### config.mk
export PLATFORM = sky130hd
export DESIGN_NAME = gpu_fill_engine
export DESIGN_NICKNAME = d
export VERILOG_FILES = /design/src/rtl/gpu_pkg.sv /design/src/rtl/gpu_fill_engine.sv
export SDC_FILE = /design/constraint.sdc
export NUM_CORES = 1
export LEC_CHECK = 0
export BUFFER_PORTS_ARGS = -buffer_cell sky130_fd_sc_hd__buf_2
export CAP_MARGIN = 20
export CORE_MARGIN = 2
export CORE_UTILIZATION = 49
export CTS_CLUSTER_SIZE = 16
export DETAILED_ROUTE_END_ITERATION = 10
export MAX_ROUTING_LAYER = met4
export PLACE_DENSITY = 0.85
export SLEW_MARGIN = 10
export SYNTH_ARGS = -nofsm -noshare
export SYNTH_HDL_FRONTEND = slang
export SYNTH_SLANG_ARGS = --single-unit
### constraint.sdc
create_clock -name s_axi_aclk -period 2.9 [get_ports s_axi_aclk]
set_clock_uncertainty 0.15 [all_clocks]
set_input_delay 0.58 -clock s_axi_aclk [delete_from_list [all_inputs] [get_ports s_axi_aclk]]
set_output_delay 0.58 -clock s_axi_aclk [all_outputs]
set_load 0.02 [all_outputs]
### src/rtl/gpu_pkg.sv
// rtl/gpu_pkg.sv - shared control/status field positions and fill FSM states
package gpu_pkg;

    localparam int CTRL_START      = 0;
    localparam int CTRL_ABORT      = 1;
    localparam int CTRL_CLEAR_DONE = 2;
    localparam int CTRL_COLOR_LSB  = 8;

    localparam int STAT_BUSY       = 0;
    localparam int STAT_DONE       = 1;
    localparam int STAT_ABORTED    = 2;
    localparam int STAT_COUNT_LSB  = 16;

    typedef enum logic [1:0] {
        IDLE = 2'd0,
        FILL = 2'd1,
        DONE = 2'd2
    } fill_state_t;

endpackage

### src/rtl/gpu_fill_engine.sv
// rtl/gpu_fill_engine.sv - fills the whole framebuffer with one colour on a start edge
module gpu_fill_engine
    import gpu_pkg::*;
#(
    parameter int FB_WIDTH  = 640,
    parameter int FB_HEIGHT = 480,
    parameter int PIXEL_W   = 12,
    parameter int FB_ADDR_W = $clog2(FB_WIDTH * FB_HEIGHT)
) (
    input  logic                 s_axi_aclk,
    input  logic                 s_axi_aresetn,
    input  logic [31:0]          gpu_control,
    output logic [31:0]          gpu_status,
    output logic                 fb_en,
    output logic                 fb_we,
    output logic [FB_ADDR_W-1:0] fb_addr,
    output logic [PIXEL_W-1:0]   fb_din,
    input  logic                 fb_ready
);

    localparam int NUM = FB_WIDTH * FB_HEIGHT;
    localparam logic [FB_ADDR_W-1:0] LAST_ADDR = FB_ADDR_W'(NUM - 1);

    fill_state_t state, next_state;
    logic        start_q;
    logic        busy, done, aborted;
    logic [15:0] fill_count;
    logic        start_evt, abort, clear_done, accept, last_write;
    logic        unused_ctrl;

    assign start_evt   = gpu_control[CTRL_START] & ~start_q;
    assign abort       = gpu_control[CTRL_ABORT];
    assign clear_done  = gpu_control[CTRL_CLEAR_DONE];
    assign accept      = (state == FILL) & fb_ready;
    assign last_write  = accept & (fb_addr == LAST_ADDR);
    assign unused_ctrl = ^gpu_control;

    // Port strobes decode straight from state so an async reset drops them at once.
    assign fb_en = (state == FILL);
    assign fb_we = (state == FILL);

    assign gpu_status = {fill_count, 13'd0, aborted, done, busy};

    always_ff @(posedge s_axi_aclk or negedge s_axi_aresetn) begin
        if (!s_axi_aresetn) begin
            state <= IDLE;
        end else begin
            state <= next_state;
        end
    end

    always_comb begin
        next_state = state;
        case (state)
            IDLE: if (start_evt && !abort) next_state = FILL;
            FILL: begin
                if (abort) begin
                    next_state = IDLE;
                end else if (last_write) begin
                    next_state = DONE;
                end
            end
            DONE:    next_state = IDLE;
            default: next_state = IDLE;
        endcase
    end

    always_ff @(posedge s_axi_aclk or negedge s_axi_aresetn) begin
        if (!s_axi_aresetn) begin
            start_q    <= 1'b0;
            busy       <= 1'b0;
            done       <= 1'b0;
            aborted    <= 1'b0;
            fill_count <= 16'd0;
            fb_addr    <= '0;
            fb_din     <= '0;
        end else begin
            start_q <= gpu_control[CTRL_START];
            // Later assignments below override this, so start/abort/done win over clear.
            if (clear_done) begin
                done    <= 1'b0;
                aborted <= 1'b0;
            end
            case (state)
                IDLE: begin
                    if (start_evt && !abort) begin
                        fb_din  <= gpu_control[CTRL_COLOR_LSB +: PIXEL_W];
                        fb_addr <= '0;
                        done    <= 1'b0;
                        aborted <= 1'b0;
                        busy    <= 1'b1;
                    end
                end
                FILL: begin
                    if (abort) begin
                        busy    <= 1'b0;
                        aborted <= 1'b1;
                        done    <= 1'b0;
                    end else if (accept) begin
                        fb_addr <= fb_addr + 1'b1;
                    end
                end
                DONE: begin
                    busy       <= 1'b0;
                    done       <= 1'b1;
                    fill_count <= fill_count + 16'd1;
                    fb_addr    <= '0;
                end
                default: ;
            endcase
        end
    end

endmodule
# After elaboration in Yosys (flattened, before gate mapping)
# Index checks and enable logic that the tools add are counted.
# Widths: inputs -> output; s select.
dict set report word_totals {
  n_memories 0
  reg_bits 53
  ram_bits 0
  mem_bits_ro 0
  elab_cells 49
  latchBits 0
  in_bits 35
  output_inout_bits 65
}
dict set report classes {
  n_reduce_logical 8
  muxes 19
  div 0
  bitwise 4
  n_eq_ne 8
  addsub 2
  order_cmp 0
  n_mul 0
  shifts 0
}
# op count
set ops {}
lappend ops {{$mux 19} 3}
lappend ops {{$pmux 19 s3} 1}
lappend ops {{$add 19x1->19 const B} 1}
lappend ops {{$eq 19x19->1 const B} 1}
lappend ops {{$add 16x1->16 const B} 1}
lappend ops {{$mux 1} 8}
lappend ops {{$mux 2} 3}
lappend ops {{$ne 2x2->1 const B} 3}
lappend ops {{$pmux 1 s3} 2}
lappend ops {{$pmux 2 s2} 1}
lappend ops {{$reduce_and 2->1} 2}
lappend ops {{$reduce_and 4->1} 1}
lappend ops {{$and 1x1->1} 3}
lappend ops {{$ne 3x2->1 const B} 1}
lappend ops {{$reduce_and 3->1} 1}
lappend ops {{$reduce_bool 3->1} 1}
lappend ops {{$eq 2x1->1 const B} 1}
lappend ops {{$eq 2x2->1 const B} 1}
lappend ops {{$logic_not 2->1} 1}
lappend ops {{$ne 2x1->1 const B} 1}
lappend ops {{$pmux 1 s2} 1}
lappend ops {{$logic_and 1x1->1} 1}
lappend ops {{$logic_not 1->1} 1}
lappend ops {{$not 1->1} 1}

# Depth between registers and ports, before layout
dict set report depth {
  word_depth 6
  ltp_mapped 8
  ltp_nobuf 6
}

# Worst setup path before layout
# OpenSTA, ideal clock, no wires.
dict set report synth_path {
  path_kind {input to register}
  from {input port gpu_control[1]}
  to {register fb_addr[10]}
  arrival_ns 2.178
  slack_ns 0.494
  path_stages 6
  cell_sequence {or3b_1 buf_2 a221o_1 buf_6 or4_1 a21oi_1}
}
dict set report synth_via {
  elab_chain_cells 4
}
# element line_no
set synth_rtl {}
lappend synth_rtl {{start: declaration} gpu_fill_engine.sv:12} ;# input logic [31:0] gpu_control,
lappend synth_rtl {{$logic_not 1->1} gpu_fill_engine.sv:86} ;# if (start_evt && !abort) begin
lappend synth_rtl {{$logic_and 1x1->1} gpu_fill_engine.sv:86}
lappend synth_rtl {{$ne 2x2->1 (no line)} -}
lappend synth_rtl {{$reduce_and 4->1 (no line) *} -}
lappend synth_rtl {{end signal: assignment} gpu_fill_engine.sv:100} ;# fb_addr <= fb_addr + 1'b1;
lappend synth_rtl {{end: declaration} gpu_fill_engine.sv:16} ;# output logic [FB_ADDR_W-1:0] fb_addr,
# Every way passes the cells marked *; elsewhere a longest branch is shown, timed or not.
# A chain may end at the register's enable or synchronous reset.

# Final worst setup path
dict set report layout_path {
  from {register state[1]}
  to {register fb_addr[14]}
}
dict set report layout_via {
  elab_chain_cells 4
}
# element line_no
set layout_rtl {}
lappend layout_rtl {{start: declaration} gpu_fill_engine.sv:24} ;# fill_state_t state, next_state;
lappend layout_rtl {{start signal: assignment} gpu_fill_engine.sv:48} ;# state <= next_state;
lappend layout_rtl {{$eq 2x1->1} {gpu_fill_engine.sv:34, gpu_fill_engine.sv:84}}
lappend layout_rtl {{$and 1x1->1} gpu_fill_engine.sv:34} ;# assign accept = (state == FILL) & fb_ready;
lappend layout_rtl {{$ne 2x1->1 (no line)} -}
lappend layout_rtl {{$reduce_and 4->1 (no line)} -}
# Several ways; a longest one is shown, not always the timed one.

==> summary.md <==
| Metric | Value |
|---|---|
| # DRC | 0 |
| Post-synth top area cell | dfrtp_1 |
| Final #Nets | between 300 and 400 |
| DR iter-0 viols | roughly 140 |
| Hold WS | 0.154 ns |
| Post-CTS setup buffers | 0 |
| Top cells by instance count after synthesis | dfrtp_1 (53), buf_4 (17), nand2_1 (17), mux2_2 (13), a21oi_1 (12) |
| Initial Util | 0.500 |
| # rows | 27 |
| I/O Pins | 100 |
| Sequential-to-total area share from yosys stat | 0.491 |
| Syn Inst Count | roughly 260 |
| VDD IR-drop max | 0.410 mV |
| Max cap viols | 0 |
| Remaining global-route overflow | 0 |
| Synth Flop Type | dfrtp_1 |
| H-tree levels | 2 |
| Die W | ~78 um |
| Cts bufs inserted | 5 |
| Clock Sinks | between 50 and 60 |
| Area Overhead vs Synth | 16.6% |
| Status | finished, final reports clean |
| Core area | roughly 5400 sq um |
| Layout cells sized above 1 | 0.298 |
| Cts repair resizes | 0 |
| Hold Buf Count CTS | 0 |
| Final period util | 0.821 |
| Post-Place Cells | 386 |
| Number of synthesized flops with an enable pin | 0 |
| Syn avg cell area | ~11 sq um |
| Worst Tran Pin Value | 0.696 ns |
| P_sw | roughly 730 uW |
| Clock power share | 0.248 |
| GRT Total Usage | 0.197 |
| Comb pwr share | 0.306 |
| Fin. Hold Viols | 0 |
| Sw Share | 0.355 |
| Synth cell types | 43 |
| PwrDens | roughly 650 nW/um^2 |
| Min Clock Period, post-route | 2.38 ns |
| Pins Over Slew Limit | 0 |
| HP Class | input port to async pin |
| Worst skew pair latency | ~0.31 ns |
| Count leader, synth | dfrtp_1 |
| Clk root buf | clkbuf_8 |
| Critical path launch point type | register |
| Critical Setup Path Class | register to register |
| Synth top area cells | dfrtp_1 (49%), mux2_2 (5.4%), buf_4 (4.7%) |
| Setup TNS | 0 ns |
| Port bufs | 69 |
| DRT Pass-1 Iters | 4 |
| CTS tree | yes |
| Via count | ~2.2k |
| Bufs on Longest Clock Path | 2 |
| Leak pwr | 1.58 nW |
| Post-DP HPWL | 4.15 mm |
| Fmax | around 0.42 GHz |
| Cell Count, Final, Fillers Out | 394 |
| Die footprint | approximately 6100 sq um |
| Vias in the first global route | slightly above 2k |
| Final GP Congestion | around 0.83 |
| Clk slew on worst S/H paths | ~0.1 ns |
| Asr flop ratio synth | 1.00 |
| Seq pwr share | 0.446 |
| Setup-failing EPs final | 0 |
| Via/cell ratio | 5.50 |
| RSZ-0062 raised after global routing | false |
| Wirelength, routed | 5.58 mm |
| Crit path required time | ~3 ns |
| Slew headroom | 0.536 |
| CP Max Fanout | 19 |
| Post-synthesis register bit count | 53 |
| Routed wire per std cell | ~14 um |
| Synthesized area | between 2000 and 3000 sq um |
| Die Y | 78.3 um |
| First-pass GRT wire length | between 9 and 10 mm |
| ANT nets after route | 0 |
| Internal power | around 1.3 mW |
| Yosys warnings | 0 |
| Worst EP arrival | around 2.5 ns |
| Fillers | about 480 |
| Largest net degree at the start of global routing | 33 |
| Initial antenna violation count | 0 |
| Post-synth top area share | 0.491 |
| CP Capture Type | register |
| # diodes | 0 |
==> path summary, 6_finish.rpt <==
kind                                             from                         end  slack (ns)  cells past startpoint
max                              state[1]$_DFFE_PN0P_     fb_addr[14]$_DFFE_PN0P_        0.52                      5
min                                     s_axi_aresetn  fill_count[11]$_DFFE_PN0P_        0.15                      1
max reg2reg                      state[1]$_DFFE_PN0P_     fb_addr[14]$_DFFE_PN0P_        0.52                      5
min reg2reg                fill_count[15]$_DFFE_PN0P_  fill_count[15]$_DFFE_PN0P_        0.34                      1
max in group asynchronous               s_axi_aresetn       fb_din[8]$_DFFE_PN0P_        1.81                      2
min in group s_axi_aclk                gpu_control[0]           start_q$_DFF_PN0_        0.24                      1
==> routing by layer <==
metal / vias up / share of wire / global-route usage
li1: 1031 / - / -
met1: 1058 / 0.43 / 0.244
met2: 63 / 0.50 / 0.322
met3: 14 / 0.048 / 0.0391
met4: 0 / 0.021 / 0.0719
met5: - / 0 / -
==> cell families after synthesis <==
logic type / count (synthesis) / synth area share
AO/OA/AOI/OAI: 46 / 0.117
other: 1 / 0.00139
XOR/XNOR: 15 / 0.0486
buffers and inverters: 36 / 0.0768
adder cells (fa/ha/maj): 6 / 0.0278
AND/OR/NAND/NOR: 85 / 0.176
flip-flops: 53 / 0.491
multiplexers: 15 / 0.0615
==> metrics by stage <==
| stage | utilization | area [sq um] | total power, mW | setup slack (ns) |
|---|---|---|---|---|
| floorplan | - | 2750 | 1.40 | 0.494 |
| global placement | 0.563 | 3040 | 1.54 | 0.309 |
| detailed placement | 0.563 | 3040 | 1.56 | 0.262 |
| CTS | 0.583 | 3150 | 2.07 | 0.536 |
| global route | 0.583 | 3150 | 2.17 | 0.407 |
| finish | 0.583 | 3150 | 2.05 | 0.520 |
==> placed cells by master, fill, tap and decap left out, types with 2 or more instances in the layout <==
cell,Yosys,routed
xor2_1,6,6
nand2b_1,7,7
and4_1,3,3
nand4_1,10,10
and2_1,2,2
mux2i_1,2,2
nor4_1,3,3
buf_2,1,69
o311ai_0,3,3
mux2_2,13,13
buf_4,17,5
a221oi_1,2,2
conb_1,1,13
o41ai_1,3,3
and3_1,5,5
xnor2_1,9,9
nor3_1,2,2
ha_1,6,6
nand2_1,17,17
or4_1,8,8
nand3_1,10,10
a21oi_1,12,12
nor2b_1,6,6
o31ai_1,8,8
a21o_1,2,2
or3_1,2,2
clkbuf_8,0,5
o21ai_0,8,8
inv_1,7,7
nor2_1,8,8
dfrtp_1,53,53
==> final cells by class <==
cell class | instances | area (sq um) | share of cell area
clock buffers | 5 | 68.8 | 0.0218
clock inverters | 3 | 43.8 | 0.0139
multi-input cells | 180 | 1210 | 0.385
inverters | 7 | 26.3 | 0.00833
well taps | 72 | 90.1 | 0.0286
repair buffers | 74 | 383 | 0.121
flip-flops and latches | 53 | 1330 | 0.421
==> state kept, by name, indices dropped and copies added, names as in the netlist <==
name,cells
fb_addr,19
fill_count,16
fb_din,12
state,2
aborted,1
busy,1
done,1
start_q,1
==> power groups by stage <==
stage                     Clock, mW  Sequential (mW)  Combinational, mW
after floorplan                   0             1.03              0.366
after global placement            0            0.922              0.614
after detailed placement          0            0.929              0.634
after CTS                     0.522            0.916              0.634
after global routing          0.553            0.930              0.688
final                         0.509            0.916              0.629
==> critical path, cell delays in order (launching register included) <==
cell     delay (ns)
dfrtp_1        0.41
inv_1          0.08
ha_1           0.33
a221o_1        0.60
or4_1          0.58
a21oi_1        0.16
No activity file was read; power rests on OpenSTA's default activity.
